`config.mk`:
```
export PLATFORM = sky130hd
export DESIGN_NAME = fifo_wr_arbiter
export DESIGN_NICKNAME = d
export VERILOG_FILES = /design/src/rtl/fifo_arb_pkg.sv /design/src/rtl/rr_picker.sv /design/src/rtl/fifo_wr_arbiter.sv
export SDC_FILE = /design/constraint.sdc
export NUM_CORES = 1
export LEC_CHECK = 0
export CORE_MARGIN = 8
export CORE_UTILIZATION = 48
export CTS_BUF_LIST = sky130_fd_sc_hd__clkbuf_2
export DETAILED_ROUTE_END_ITERATION = 10
export PLACE_DENSITY = 0.95
export SYNTH_ARGS = -nofsm -noshare
export SYNTH_HDL_FRONTEND = slang
export SYNTH_SLANG_ARGS = --single-unit
export TNS_END_PERCENT = 5
```
`constraint.sdc`:
```
create_clock -name clk -period 6.3 [get_ports clk]
set_input_delay 1.26 -clock clk [delete_from_list [all_inputs] [get_ports clk]]
set_output_delay 1.26 -clock clk [all_outputs]
set_load 0.01 [all_outputs]
```
`src/rtl/fifo_arb_pkg.sv`:
```
// fifo_arb_pkg: shared constants and types for the FIFO write-port arbiter.
//   FIFO_DEPTH : entries in the downstream sync_fifo
//   DATA_W     : width of one FIFO word / one requester lane
//   CNT_W      : width of the FIFO occupancy count (0..FIFO_DEPTH)
//   arb_state_t: arbiter FSM states
package fifo_arb_pkg;

    localparam int unsigned FIFO_DEPTH = 8;
    localparam int unsigned DATA_W     = 4;
    localparam int unsigned CNT_W      = 4;

    typedef enum logic {
        IDLE,
        BURST
    } arb_state_t;

endpackage

```
`src/rtl/rr_picker.sv`:
```
// rr_picker: combinational round-robin winner selection.
// Ports:
//   req    in  N_REQ : request vector
//   rr_ptr in  PTR_W : index holding highest priority
//   valid  out 1     : at least one request is pending
//   winner out PTR_W : first requesting index at or after rr_ptr (modulo N_REQ)
module rr_picker
    import fifo_arb_pkg::*;
#(
    parameter int unsigned N_REQ = 4,
    parameter int unsigned PTR_W = $clog2(N_REQ)
) (
    input  logic [N_REQ-1:0] req,
    input  logic [PTR_W-1:0] rr_ptr,
    output logic             valid,
    output logic [PTR_W-1:0] winner
);

    // (base + offs) mod N_REQ; correct for non-power-of-two N_REQ.
    function automatic logic [PTR_W-1:0] wrap_add(input logic [PTR_W-1:0] base,
                                                  input int unsigned offs);
        int unsigned sum;
        sum = (32'(base) + offs) % N_REQ;
        return PTR_W'(sum);
    endfunction

    logic [N_REQ-1:0] rotated;
    logic [PTR_W-1:0] offset;

    // Rotate so that rr_ptr lands at bit 0.
    always_comb begin
        rotated = '0;
        for (int unsigned j = 0; j < N_REQ; j++) begin
            rotated[j] = req[wrap_add(rr_ptr, j)];
        end
    end

    // Lowest set bit of the rotated vector; scanning downward lets it win last.
    always_comb begin
        offset = '0;
        for (int j = N_REQ - 1; j >= 0; j--) begin
            if (rotated[j]) begin
                offset = PTR_W'(j);
            end
        end
    end

    assign valid  = |rotated;
    assign winner = wrap_add(rr_ptr, 32'(offset));

endmodule

```
`src/rtl/fifo_wr_arbiter.sv`:
```
// fifo_wr_arbiter: round-robin burst arbiter for the write side of an 8 x 4 sync FIFO.
// Ports:
//   clk, reset   : clock, synchronous active-high reset
//   req          : per-requester valid; req_data lane i = bits [4i+3:4i]
//   gnt          : one-hot lane written into the FIFO this cycle (zero when idle)
//   fifo_wr_en   : FIFO write strobe; fifo_data_in is the written word (0 when no write)
//   fifo_full    : FIFO full flag; fifo_count: registered FIFO occupancy
//   owner        : current or most recent burst owner
//   busy         : high while a burst is in progress
module fifo_wr_arbiter
    import fifo_arb_pkg::*;
#(
    parameter int unsigned N_REQ     = 4,
    parameter int unsigned BURST_LEN = 2,
    parameter int unsigned MIN_FREE  = 1,
    localparam int unsigned PTR_W    = $clog2(N_REQ)
) (
    input  logic                    clk,
    input  logic                    reset,
    input  logic [N_REQ-1:0]        req,
    input  logic [N_REQ*DATA_W-1:0] req_data,
    output logic [N_REQ-1:0]        gnt,
    output logic                    fifo_wr_en,
    output logic [DATA_W-1:0]       fifo_data_in,
    input  logic                    fifo_full,
    input  logic [CNT_W-1:0]        fifo_count,
    output logic [PTR_W-1:0]        owner,
    output logic                    busy
);

    localparam logic [CNT_W-1:0] START_MAX = CNT_W'(FIFO_DEPTH - MIN_FREE);
    localparam logic [CNT_W-1:0] LAST_CNT  = CNT_W'(BURST_LEN);

    arb_state_t       state_q, state_d;
    logic [PTR_W-1:0] owner_q, owner_d;
    logic [PTR_W-1:0] rr_ptr_q, rr_ptr_d;
    logic [CNT_W-1:0] burst_cnt_q, burst_cnt_d;

    logic             pick_valid;
    logic [PTR_W-1:0] pick_idx;
    logic             wr;
    logic [PTR_W-1:0] wr_lane;
    logic [DATA_W-1:0] lane_data [N_REQ];

    function automatic logic [PTR_W-1:0] next_idx(input logic [PTR_W-1:0] idx);
        return (idx == PTR_W'(N_REQ - 1)) ? '0 : idx + 1'b1;
    endfunction

    rr_picker #(
        .N_REQ (N_REQ),
        .PTR_W (PTR_W)
    ) u_picker (
        .req    (req),
        .rr_ptr (rr_ptr_q),
        .valid  (pick_valid),
        .winner (pick_idx)
    );

    always_comb begin
        for (int i = 0; i < N_REQ; i++) begin
            lane_data[i] = req_data[i*DATA_W +: DATA_W];
        end
    end

    always_comb begin
        state_d     = state_q;
        owner_d     = owner_q;
        rr_ptr_d    = rr_ptr_q;
        burst_cnt_d = burst_cnt_q;
        wr          = 1'b0;
        wr_lane     = owner_q;

        unique case (state_q)
            IDLE: begin
                if (pick_valid && !fifo_full && (fifo_count <= START_MAX)) begin
                    wr          = 1'b1;
                    wr_lane     = pick_idx;
                    owner_d     = pick_idx;
                    burst_cnt_d = CNT_W'(1);
                    if (BURST_LEN == 1) begin
                        rr_ptr_d = next_idx(pick_idx);
                    end else begin
                        state_d = BURST;
                    end
                end
            end
            BURST: begin
                if (req[owner_q]) begin
                    // Full simply stalls the burst; there is no timeout.
                    if (!fifo_full) begin
                        wr          = 1'b1;
                        burst_cnt_d = burst_cnt_q + 1'b1;
                        if (burst_cnt_d == LAST_CNT) begin
                            state_d  = IDLE;
                            rr_ptr_d = next_idx(owner_q);
                        end
                    end
                end else begin
                    // Owner went quiet: give up the port, costing one bubble.
                    state_d  = IDLE;
                    rr_ptr_d = next_idx(owner_q);
                end
            end
            default: begin
                state_d = IDLE;
            end
        endcase

        if (reset) begin
            wr = 1'b0;
        end
    end

    always_comb begin
        for (int i = 0; i < N_REQ; i++) begin
            gnt[i] = wr && (wr_lane == PTR_W'(i));
        end
        fifo_wr_en   = wr;
        fifo_data_in = wr ? lane_data[wr_lane] : '0;
    end

    assign owner = owner_q;
    assign busy  = (state_q == BURST);

    always_ff @(posedge clk) begin
        if (reset) begin
            state_q     <= IDLE;
            owner_q     <= '0;
            rr_ptr_q    <= '0;
            burst_cnt_q <= '0;
        end else begin
            state_q     <= state_d;
            owner_q     <= owner_d;
            rr_ptr_q    <= rr_ptr_d;
            burst_cnt_q <= burst_cnt_d;
        end
    end

endmodule

```
# After elaboration in Yosys (flattened, before gate mapping)
# Index checks and enable logic that the tools add are counted.
# totals
wordCells	77
reg_bits	9
# classes
order_cmp	7
n_mux	37
bitwise	2
eq_ne	10
reduce_logical	11
add_sub_neg	6
# op_table
op	count
$mux 4	6
$mux 2	10
$lt 2x3->1 const B	5
$mux 1	12
$bmux 1 s2	5
$bmux 4 s2	1
$pmux 4 s2	1
$eq 2x2->1 const B	3
$logic_and 1x1->1	6
$ne 2x2->1 const B	3
$reduce_and 3->1	2
$add 2x1->2 const B	2
$add 2x2->2 const B	2
$add 4x1->4 const B	1
$eq 4x2->1 const B	1
$le 4x3->1 const B	1
$ne 2x1->1 const B	2
$pmux 1 s2	2
$reduce_or 4->1	1
$ge 3x3->1 const B	1
$not 2->3	1
$add 2x2->2	1
$eq 2x1->1 const B	1
$logic_not 2->1	1
other kinds (2)	2

# Longest topological paths before layout
# Gate-level depths: netlist (run 1).
# logic_depth
ltp_word	15
ltp_mapped	11
mapped_depth_nobuf	10

# By module
# Synthesis (run 1) repeated with hierarchy kept, for this count alone.
# hier_totals
hier_cells	95
hier_area_um2	853.3
# by_module_without_submodules
module	instances	cells_per_inst	area_each_um2	seq_area_each_um2
fifo_wr_arbiter	1	70	686.9	180.2
rr_picker	1	25	166.4	0.0

# Worst setup path after synthesis (run 1)
# No wires, ideal clock.
# synth_path
path_type	input to output
startpoint	in req[2]
endpoint	out gnt[3]
path_buffers	1
slack_ns	1.829
t_arrival_ns	3.211
required_time_ns	5.040
cell_stages	9
cell_sequence	buf_6 > or4_2 > o2111ai_1 > ha_1 > xnor2_1 > nor3_1 > mux2i_4 > and2_1 > nor3_1
# synth_via
elab_chain_cells	11
word_cells_on_any_way	26
cone_classes	add/sub (1); eq/ne (1); mux (20); reduce/logical (4)
# synth_lines
element	line	source
start: declaration	fifo_wr_arbiter.sv:20	input logic [N_REQ-1:0] req,
$bmux 1 s2	rr_picker.sv:34	rotated[j] = req[wrap_add(rr_ptr, j)];
$mux 1 (implied by the code)	rr_picker.sv:34	
$mux 2 (4 in a row)	rr_picker.sv:42	if (rotated[j]) begin
$add 2x2->2	rr_picker.sv:23	sum = (32'(base) + offs) % N_REQ;
$mux 2	fifo_wr_arbiter.sv:75	if (pick_valid && !fifo_full && (fifo_count <= START_MAX)) begin
$mux 2	n/a	
$eq 2x2->1	fifo_wr_arbiter.sv:116	gnt[i] = wr && (wr_lane == PTR_W'(i));
$logic_and 1x1->1 (*)	fifo_wr_arbiter.sv:116	
end: declaration	fifo_wr_arbiter.sv:22	output logic [N_REQ-1:0] gnt,
# Mark *: on every way between the ends. The rest lies on a longest branch, timed or not. The select of a mux whose other input is x is not followed.

# Final worst setup path (run 1)
# layout_path
startpoint	in req[2]
endpoint	out fifo_data_in[2]
# layout_via
elab_chain_cells	14
word_cells_on_any_way	29
cone_classes	add/sub (1); mux (24); bitwise (1); reduce/logical (3)
# layout_lines
element	line	source
$bmux 1 s2	rr_picker.sv:34	
$mux 1 (implied by the code)	rr_picker.sv:34	
$mux 2 (4 in a row)	rr_picker.sv:42	
$add 2x2->2	rr_picker.sv:23	
$mux 2	fifo_wr_arbiter.sv:75	
$mux 2	n/a	
$not 2->3 (implied by the code)	fifo_wr_arbiter.sv:119	fifo_data_in = wr ? lane_data[wr_lane] : '0;
$bmux 4 s2	fifo_wr_arbiter.sv:119	
$mux 4 (implied by the code) (2 in a row)	fifo_wr_arbiter.sv:119	
$mux 4 (*)	fifo_wr_arbiter.sv:119	
end: declaration	fifo_wr_arbiter.sv:24	output logic [DATA_W-1:0] fifo_data_in,
# Marked as above.

==> key figures, run 1 <==
Yosys
  – Cells after Synth: 112
  – Post-Syn Area per Cell: 8.51 µm²
  – EDFF count, synth: 0
  – Post-synth ARST share: 0%
  – Post-synthesis cell area: 953 µm²
  – Most used DFF post-synth: dfxtp_1
  – YS warnings: 0
  – Register bit count reported by yosys: 9
  – Syn_nets: 143
  – Post-synth cell types: 46
  – Sequential-to-total area share from yosys stat: 18.9%

Final layout
  – Layout cell share with drive strength beyond 1: 12.3%
  – Register Area: 180 µm²
  – Final core utilization: 68.4%
  – Layout fillers: 157
  – Area of the multi-input gates: 722 µm²
  – Area Overhead vs Synth: 37.8%
  – Finished Layout Cells: 173
  – Final #Nets: 178
  – # diodes: 0

Place
  – Port-buffer cells: 35
  – Placed insts: 169
  – Gpl congestion: 0.718
  – Post-DP HPWL: 2250 µm
  – Worst slack at placement: 0.707 ns

STA
  – Relative slew slack: 71.3%
  – Worst setup margin: 0.711 ns
  – Min Tclk post-route: 5.59 ns
  – Worst-Margin Slew: 0.426 ns
  – Final hold violations: 0
  – Worst Skew: 0.00366 ns
  – F_max: 179 MHz
  – Final setup fails: 0
  – RSZ-0062 raised after global routing: no
  – Fin. max-slew vios: 0
  – Fin crit share: 88.7%
  – Final hold slack: 0.488 ns
  – Setup TNS: 0 ns

Drt
  – Met2 WL: 1470 µm
  – First-pass DRT Iterations: 4
  – Detailed Route WL: 2700 µm
  – Antenna-violating nets left: 0
  – DR vias/cell: 5.68
  – Post-detailed-route wirelength per cell: 15.6 µm
  – Initial DRC count: 19
  – Top Layer Used: met4
  – Vias: 982
  – DR WL met3: 146 µm
  – Remaining DRCs: 0
  – Metal1 wirelength: 1040 µm

GRT
  – Vias in the first global route: 946
  – Gr ovfl total: 0
  – Total Routing Usage GR: 15.5%
  – Largest net degree at the start of global routing: 13
  – First-pass GRT wire length: 4330 µm
  – Initial antenna violation count: 0

Critical path
  – Crit path top cell by count: clkdlybuf4s50_1
  – Reg2reg setup slack: 4.03 ns
  – Worst path cell trace: clkdlybuf4s50_1 > or4_2 > o2111ai_1 > ha_1 > xnor2_1 > nor3_1 > mux2i_4 > a221o_1 > o31ai_1 > clkdlybuf4s50_1
  – Worst Setup Start Kind: input pin
  – CP Class: in2out
  – Max FO, Critical Path: 9
  – Critical Path RT: 5.04 ns
  – CP peak stage delay: 0.68 ns
  – Critical Path Slowest Stage Cell: or4_2
  – Worst EP arrival: 4.33 ns
  – Cell family with most CP delay: buffers and inverters
  – CP bufs+invs: 2
  – Endpoint class of the critical path: output pin

Clocking
  – Hold Buf Count CTS: 0
  – Clock root cell: clkbuf_2
  – Insertion delay to the later sink of the worst-skew pair: 0.25 ns
  – Clock buffer depth: 2
  – H-tree Lvls: 1
  – Reg clk slew, reported paths: 0.08 ns
  – Post-CTS Setup Bufs: 0
  – CTS tree: built
  – Number of CTS-inserted buffers: 3
  – Sink Count: 9
  – Number of gates resized after cts: 0

Status
  – Status: finished clean

Min path
  – Hold crit path type: reg2reg

Die
  – Core Box Area: 1920 µm²
  – Ports: 39
  – Initial Util: 49.6%
  – Die Height: 60.6 µm
  – Row cnt: 16
  – Die area: 3670 µm²
  – Die Wd: 60.6 µm

Pwr
  – Power Density: 122 nW/µm²
  – Worst vdd ir: 0.110 mV
  – Leakage: 0.495 nW

Flow run
  – MaxCap Viol Count: 0
[area by class of cell]
cell class | instances | share of cell area [%]
Multi-Input combinational cell | 96 | 55.0
Timing Repair Buffer | 35 | 26.7
Sequential cell | 9 | 13.7
Tap cell | 27 | 2.57
Clock buffer | 4 | 1.52
Inverter | 2 | 0.571
[sequential cells by signal (all words and copies together) (netlist names)]
register     cells
burst_cnt_q      4
owner            2
busy             1
rr_ptr_q         2
[per-layer routing]
| layer | vias to the layer above | GRT usage, % |
|---|---|---|
| met3 | 4 | 3.60 |
| li1 | 494 | - |
| met4 | 0 | 6.64 |
| met1 | 448 | 16.4 |
| met2 | 36 | 28.5 |
| met5 | - | 0 |
[report_power, final]
part | total, mW | internal, mW | switching, mW
logic | 0.0607 | 0.0335 | 0.0272
clock network | 0.0369 | 0.0169 | 0.0200
registers | 0.0627 | 0.0589 | 0.00381
[logic make-up after synthesis]
group / share of synthesized area (%)
flops: 18.9
mux: 13.9
simple gates: 34.8
xor+xnor: 1.84
compound gates: 19.9
buf+inv: 5.38
fa+ha+maj: 5.25
[cells in the mapped netlist, types with 2 or more instances]
cell type / instances / area share [%]
nor2_1: 13 / 5.1
dfxtp_1: 9 / 19
nand3_1: 9 / 4.7
o21ai_0: 7 / 3.7
nand2_1: 6 / 2.4
mux2i_1: 5 / 5.2
a21oi_1: 4 / 2.1
a221o_1: 4 / 4.2
ha_1: 4 / 5.2
nor3_1: 4 / 2.1
o31ai_1: 4 / 3.1
nor2b_1: 3 / 2.0
and3_2: 2 / 1.6
and3_4: 2 / 2.4
clkbuf_1: 2 / 0.79
inv_1: 2 / 0.79
nand2b_1: 2 / 1.3
or3_1: 2 / 1.3
[metrics by stage]
stage	cell area (µm²)	power [mW]
3_3_place_gp	1290	0.122
2_1_floorplan	953	0.0981
5_1_grt	1310	0.170
4_1_cts	1310	0.162
3_5_place_dp	1290	0.125
6_report	1310	0.160
[placed cells by master, fill, tap and decap left out, drive strengths merged, types with 2 or more instances in the layout]
master          n
clkdlybuf4s50  35
nor2           14
nand3           9
dfxtp           9
o21ai           7
nand2           7
mux2i           6
nor3            5
a21oi           4
a221o           4
o31ai           4
ha              4
clkbuf          4
and3            4
nor2b           3
inv             2
or3             2
nand2b          2
or4             2
mux4            2
a21boi          2
[path summary, 6_finish.rpt]
kind / from / to / depth (start not counted)
setup / recovery: req[2] / fifo_data_in[2] / 10
hold / removal: burst_cnt_q[3] / burst_cnt_q[3] / 2
setup reg to reg: rr_ptr_q[0] / owner[1] / 8
hold reg to reg: burst_cnt_q[3] / burst_cnt_q[3] / 2
[worst register-to-register path: stages (launching register included)]
cell and delay (ns):
dfxtp_1 0.40, or4_2 0.68, o2111ai_1 0.10, ha_1 0.20, xnor2_1 0.09, and3_4 0.20, mux2i_4 0.22, and2_1 0.21
nor2_1 0.06
No activity file was read; power rests on OpenSTA's default activity.
==> run 2: changes to the inputs <==
--- a/config.mk
+++ b/config.mk
@@ -5,8 +5,9 @@
 export SDC_FILE = /design/constraint.sdc
 export NUM_CORES = 1
 export LEC_CHECK = 0
+export ABC_AREA = 1
 export CORE_MARGIN = 8
-export CORE_UTILIZATION = 48
+export CORE_UTILIZATION = 47
 export CTS_BUF_LIST = sky130_fd_sc_hd__clkbuf_2
 export DETAILED_ROUTE_END_ITERATION = 10
 export PLACE_DENSITY = 0.95
==> key figures, run 2 <==
Yosys
  – Post-Syn Area per Cell: 6.03 µm²
  – Yosys top cell area share: 19.6%
  – Sequential-to-total area share from yosys stat: 19.6%
  – Post-synth cell types: 24
  – Top cells by count, synth: nand2_1 (46), nand3_1 (23), inv_1 (12)
  – Post-synth ARST share: 0%
  – Syn_nets: 183
  – Most used DFF post-synth: dfxtp_1
  – Post-synthesis cell area: 917 µm²
  – Register bit count reported by yosys: 9
  – Leading area contributor after synthesis: dfxtp_1
  – Cells after Synth: 152
  – YS warnings: 0
  – Top-count cell post-synth: nand2_1
  – Area contributors post-synth: dfxtp_1 (20%), nand2_1 (19%), nand3_1 (13%)
  – EDFF count, synth: 0

Critical path
  – Worst Setup Start Kind: input pin
  – CP peak stage delay: 0.55 ns
  – Worst R2R Start: rr_ptr_q[0]
  – Cell family with most CP delay: buffers and inverters
  – CP Class: in2out
  – Worst EP arrival: 3.99 ns
  – Worst path cell trace: clkdlybuf4s50_1 > inv_1 > nand2_1 > nand3_1 > a31oi_1 > nor2_1 > ha_1 > xnor2_1 > inv_1 > nand2_1 > nand2_1 > o21ai_4 > inv_2 > nor3_2 > clkdlybuf4s50_1
  – Path depth of the worst reg2reg path: 15
  – CP startpoint: req[1]
  – Reg2reg end: owner[1]
  – Critical Path Slowest Stage Cell: clkdlybuf4s50_1
  – CP bufs+invs: 5
  – Crit path top cell by count: nand2_1
  – Critical Path RT: 5.04 ns
  – Reg2reg setup slack: 4.03 ns
  – Endpoint class of the critical path: output pin
  – Max FO, Critical Path: 7

Final layout
  – Area Overhead vs Synth: 43.7%
  – Layout cell share with drive strength beyond 1: 13.2%
  – Commonest cells after routing, fill and taps aside: nand2_1 (46), clkdlybuf4s50_1 (35), nand3_1 (23), inv_1 (12), nor2_1 (11)
  – Max reg flops: 4
  – # diodes: 0
  – Commonest non-fill, non-tap cell in the layout: nand2_1
  – Reg with most FFs: burst_cnt_q
  – Final #Nets: 222
  – Layout fillers: 168
  – Final core utilization: 69.3%

Drt
  – Initial DRC count: 21
  – DR vias/cell: 5.30
  – Post-detailed-route wirelength per cell: 13.2 µm
  – Antenna-violating nets left: 0
  – Vias: 1150
  – Detailed Route WL: 2860 µm
  – First-pass DRT Iterations: 4
  – Remaining DRCs: 0

Clocking
  – Clock root cell: clkbuf_2
  – Sink Count: 9
  – Hold Buf Count CTS: 0
  – Post-CTS Setup Bufs: 0
  – H-tree Lvls: 1
  – CTS tree: built
  – Number of gates resized after cts: 0
  – Insertion delay to the later sink of the worst-skew pair: 0.26 ns
  – Reg clk slew, reported paths: 0.10 ns
  – Clock buffer depth: 2
  – Number of CTS-inserted buffers: 3

STA
  – F_max: 190 MHz
  – Worst-Margin Slew: 0.592 ns
  – Final setup fails: 0
  – RSZ-0062 raised after global routing: no
  – Min Tclk post-route: 5.25 ns
  – Final hold violations: 0
  – Setup TNS: 0 ns
  – Final hold slack: 0.501 ns
  – Worst Skew: 0.00147 ns
  – Fin. max-slew vios: 0
  – Fin crit share: 83.4%
  – Relative slew slack: 60.2%

Die
  – Row cnt: 16
  – Initial Util: 48.2%
  – Die Wd: 60.2 µm
  – Die area: 3620 µm²
  – Die Height: 60.2 µm
  – Ports: 39
  – Core Box Area: 1900 µm²

Pwr
  – Worst vdd ir: 0.153 mV
  – Overall Power: 0.204 mW
  – Leakage: 0.592 nW
  – Power Density: 154 nW/µm²

Min path
  – Hold depth: 2
  – HP Start: burst_cnt_q[3]
  – WHS Endpoint: burst_cnt_q[3]
  – Hold crit path type: reg2reg

Place
  – Gpl congestion: 0.847
  – Port-buffer cells: 35
  – Post-DP HPWL: 2350 µm

GRT
  – Vias in the first global route: 1124
  – Initial antenna violation count: 0
  – Largest net degree at the start of global routing: 11
  – First-pass GRT wire length: 4570 µm
  – Gr ovfl total: 0
  – Total Routing Usage GR: 16.2%

Status
  – Status: finished clean

Flow run
  – MaxCap Viol Count: 0
[run 2: how the worst max path moves through the flow]
stage,to,slack [ns],cells after the start
CTS,gnt[2],1.11,15
detailed placement,gnt[2],1.13,15
floorplan,gnt[2],2.35,14
global route,gnt[2],0.83,15
global placement,gnt[3],1.25,15
finish,gnt[2],1.05,15
[run 2: tightest hold or removal path: cells and delay by family (launching register included)]
kind	cells	cell delay (ns)
AND/OR/NAND/NOR	1	0.07
AO/OA/AOI/OAI	1	0.05
flip-flops	1	0.34
[run 2: final cells by class]
type	count	area (µm²)	area share, %
flip-flops and latches	9	180	13.7
repair buffers	35	350	26.6
inverters	17	63.8	4.84
well taps	27	33.8	2.56
clock buffers	3	15.0	1.14
clock inverters	1	5.00	0.380
multi-input cells	125	669	50.8
[run 2: power by group]
part / leakage (nW) / internal [mW] / switching (mW)
Sequential: 0.0734 / 0.0606 / 0.00559
Combinational: 0.502 / 0.0432 / 0.0564
Clock: 0.0164 / 0.0144 / 0.0234
Total: 0.592 / 0.118 / 0.0853
[run 2: stage by stage]
step	std cells	area (µm²)	worst slack (ns)
after floorplan	152	917	2.35
after global placement	213	1300	1.25
after detailed placement	213	1300	1.13
after CTS	217	1320	1.11
after global routing	217	1320	0.833
final	217	1320	1.05
[run 2: kinds of logic (layout without fill, tap and decap cells)]
| group | Yosys count | in the layout | share of synthesized area (%) |
|---|---|---|---|
| adder cells (fa/ha/maj) | 4 | 4 | 5.46 |
| flip-flops | 9 | 9 | 19.6 |
| buffers and inverters | 18 | 56 | 7.37 |
| AO/OA/AOI/OAI | 20 | 20 | 13.5 |
| XOR/XNOR | 3 | 3 | 2.87 |
| AND/OR/NAND/NOR | 98 | 98 | 51.2 |
[run 2: per-layer routing]
metal / wire (µm) / vias up / GRT usage [%]
met3: 134 / 11 / 2.58
met1: 1050 / 532 / 15.3
met4: 91 / 0 / 9.52
met2: 1580 / 30 / 31.4
met5: 0 / - / 0
li1: - / 577 / -
==> run 3: changes to the inputs <==
--- a/config.mk
+++ b/config.mk
@@ -7,10 +7,10 @@
 export LEC_CHECK = 0
 export ABC_AREA = 1
 export CORE_MARGIN = 8
-export CORE_UTILIZATION = 47
+export CORE_UTILIZATION = 44
 export CTS_BUF_LIST = sky130_fd_sc_hd__clkbuf_2
 export DETAILED_ROUTE_END_ITERATION = 10
-export PLACE_DENSITY = 0.95
+export PLACE_DENSITY = 0.92
 export SYNTH_ARGS = -nofsm -noshare
 export SYNTH_HDL_FRONTEND = slang
 export SYNTH_SLANG_ARGS = --single-unit
==> constraint.sdc (replaced) <==
create_clock -name clk -period 5.2 [get_ports clk]
set_input_delay 1.04 -clock clk [delete_from_list [all_inputs] [get_ports clk]]
set_output_delay 1.04 -clock clk [all_outputs]
set_load 0.01 [all_outputs]
==> key figures, run 3 (synthesized netlist as in run 2, its figures left out) <==
Clocking
  – Clock buffer depth: 2
  – H-tree Lvls: 1
  – Sink Count: 9
  – Post-CTS Setup Bufs: 0
  – Insertion delay to the later sink of the worst-skew pair: 0.25 ns
  – Number of CTS-inserted buffers: 3
  – Number of gates resized after cts: 0
  – Clock root cell: clkbuf_2
  – CTS tree: built
  – Reg clk slew, reported paths: 0.09 ns
  – Hold Buf Count CTS: 0

Place
  – Worst slack at placement: 0.526 ns
  – Placed Area: 1300 µm²
  – Port-buffer cells: 35
  – Post-DP HPWL: 2230 µm
  – Gpl congestion: 0.843

GRT
  – Total Routing Usage GR: 14.5%
  – Gr ovfl total: 0
  – Largest net degree at the start of global routing: 11
  – First-pass GRT wire length: 4280 µm
  – Initial antenna violation count: 0
  – Vias in the first global route: 1061

Drt
  – Detailed Route WL: 2750 µm
  – DR vias/cell: 5.12
  – Initial DRC count: 30
  – Antenna-violating nets left: 0
  – Vias: 1110
  – Remaining DRCs: 0
  – First-pass DRT Iterations: 4
  – Post-detailed-route wirelength per cell: 12.7 µm

Final layout
  – Final #Nets: 222
  – Layout cell share with drive strength beyond 1: 13.2%
  – Max reg flops: 4
  – Area Overhead vs Synth: 43.7%
  – # diodes: 0
  – Commonest non-fill, non-tap cell in the layout: nand2_1
  – Post-route cell area: 1320 µm²
  – Commonest cells after routing, fill and taps aside: nand2_1 (46), clkdlybuf4s50_1 (35), nand3_1 (23), inv_1 (12), nor2_1 (11)
  – Reg with most FFs: burst_cnt_q

Status
  – Status: finished clean

STA
  – Fin crit share: 90.8%
  – Worst setup margin: 0.477 ns
  – Worst Skew: 0.00131 ns
  – Final hold violations: 0
  – Fin. max-slew vios: 0
  – F_max: 212 MHz
  – Relative slew slack: 53.8%
  – Min Tclk post-route: 4.72 ns
  – Worst-Margin Slew: 0.687 ns
  – Final hold slack: 0.496 ns
  – Final setup fails: 0
  – Setup TNS: 0 ns
  – RSZ-0062 raised after global routing: no

Critical path
  – CP Class: in2out
  – Critical Path RT: 4.16 ns
  – CP peak stage delay: 0.56 ns
  – Critical Path Slowest Stage Cell: clkdlybuf4s50_1
  – CP bufs+invs: 5
  – Worst EP arrival: 3.68 ns
  – Endpoint class of the critical path: output pin
  – Crit path top cell by count: nand2_1
  – Worst path cell trace: clkdlybuf4s50_1 > inv_1 > nand2_1 > nand3_1 > a31oi_1 > nor2_1 > ha_1 > xnor2_1 > inv_1 > nand2_1 > nand2_1 > o21ai_4 > inv_2 > nor3_2 > clkdlybuf4s50_1
  – Max FO, Critical Path: 7
  – Worst Setup Start Kind: input pin
  – Cell family with most CP delay: buffers and inverters

Die
  – Initial Util: 46.7%
  – Ports: 39
  – Die Wd: 61.7 µm
  – Core Box Area: 1960 µm²
  – Die area: 3800 µm²
  – Row cnt: 16
  – Die Height: 61.7 µm

Min path
  – Hold crit path type: reg2reg

Pwr
  – Leakage: 0.592 nW
  – Worst vdd ir: 0.183 mV
  – Power Density: 185 nW/µm²
  – Overall Power: 0.244 mW

Flow run
  – MaxCap Viol Count: 0
-- run 3: final cells by class --
type	instances	area, µm²
clock buffers	4	20.0
fillers	192	644
inverters	17	63.8
multi-input cells	125	669
flip-flops and latches	9	180
well taps	27	33.8
repair buffers	35	350
-- run 3: final timing paths --
kind                                startpoint              to  slack [ns]  cells after the start
worst min-delay path            burst_cnt_q[3]  burst_cnt_q[3]        0.50                      2
worst min register to register  burst_cnt_q[3]  burst_cnt_q[3]        0.50                      2
worst max register to register     rr_ptr_q[0]        owner[1]        2.98                     15
worst max-delay path                    req[1]          gnt[3]        0.48                     15
-- run 3: layer usage --
layer | vias to the layer above | track usage (%) | wire length, µm
met5 | - | 0 | 0
met3 | 3 | 1.67 | 83
met4 | 0 | 5.84 | 27
met2 | 22 | 28.4 | 1520
li1 | 576 | - | -
met1 | 509 | 14.9 | 1130
-- run 3: per-stage QoR --
step	util (%)	std cells
finish	67.2	217
global route	67.2	217
CTS	67.2	217
detailed placement	66.1	213
global placement	66.1	213
floorplan	-	152
-- run 3: where the power goes --
part / internal, mW / total [mW] / switching [mW]
registers: 0.0734 / 0.0805 / 0.00713
clock network: 0.0204 / 0.0443 / 0.0239
logic: 0.0522 / 0.119 / 0.0664
-- run 3: worst min-delay path, cell delays in order (launching register included) --
cell and delay [ns]:
dfxtp_1 0.33, nand2_1 0.07, a21oi_1 0.05
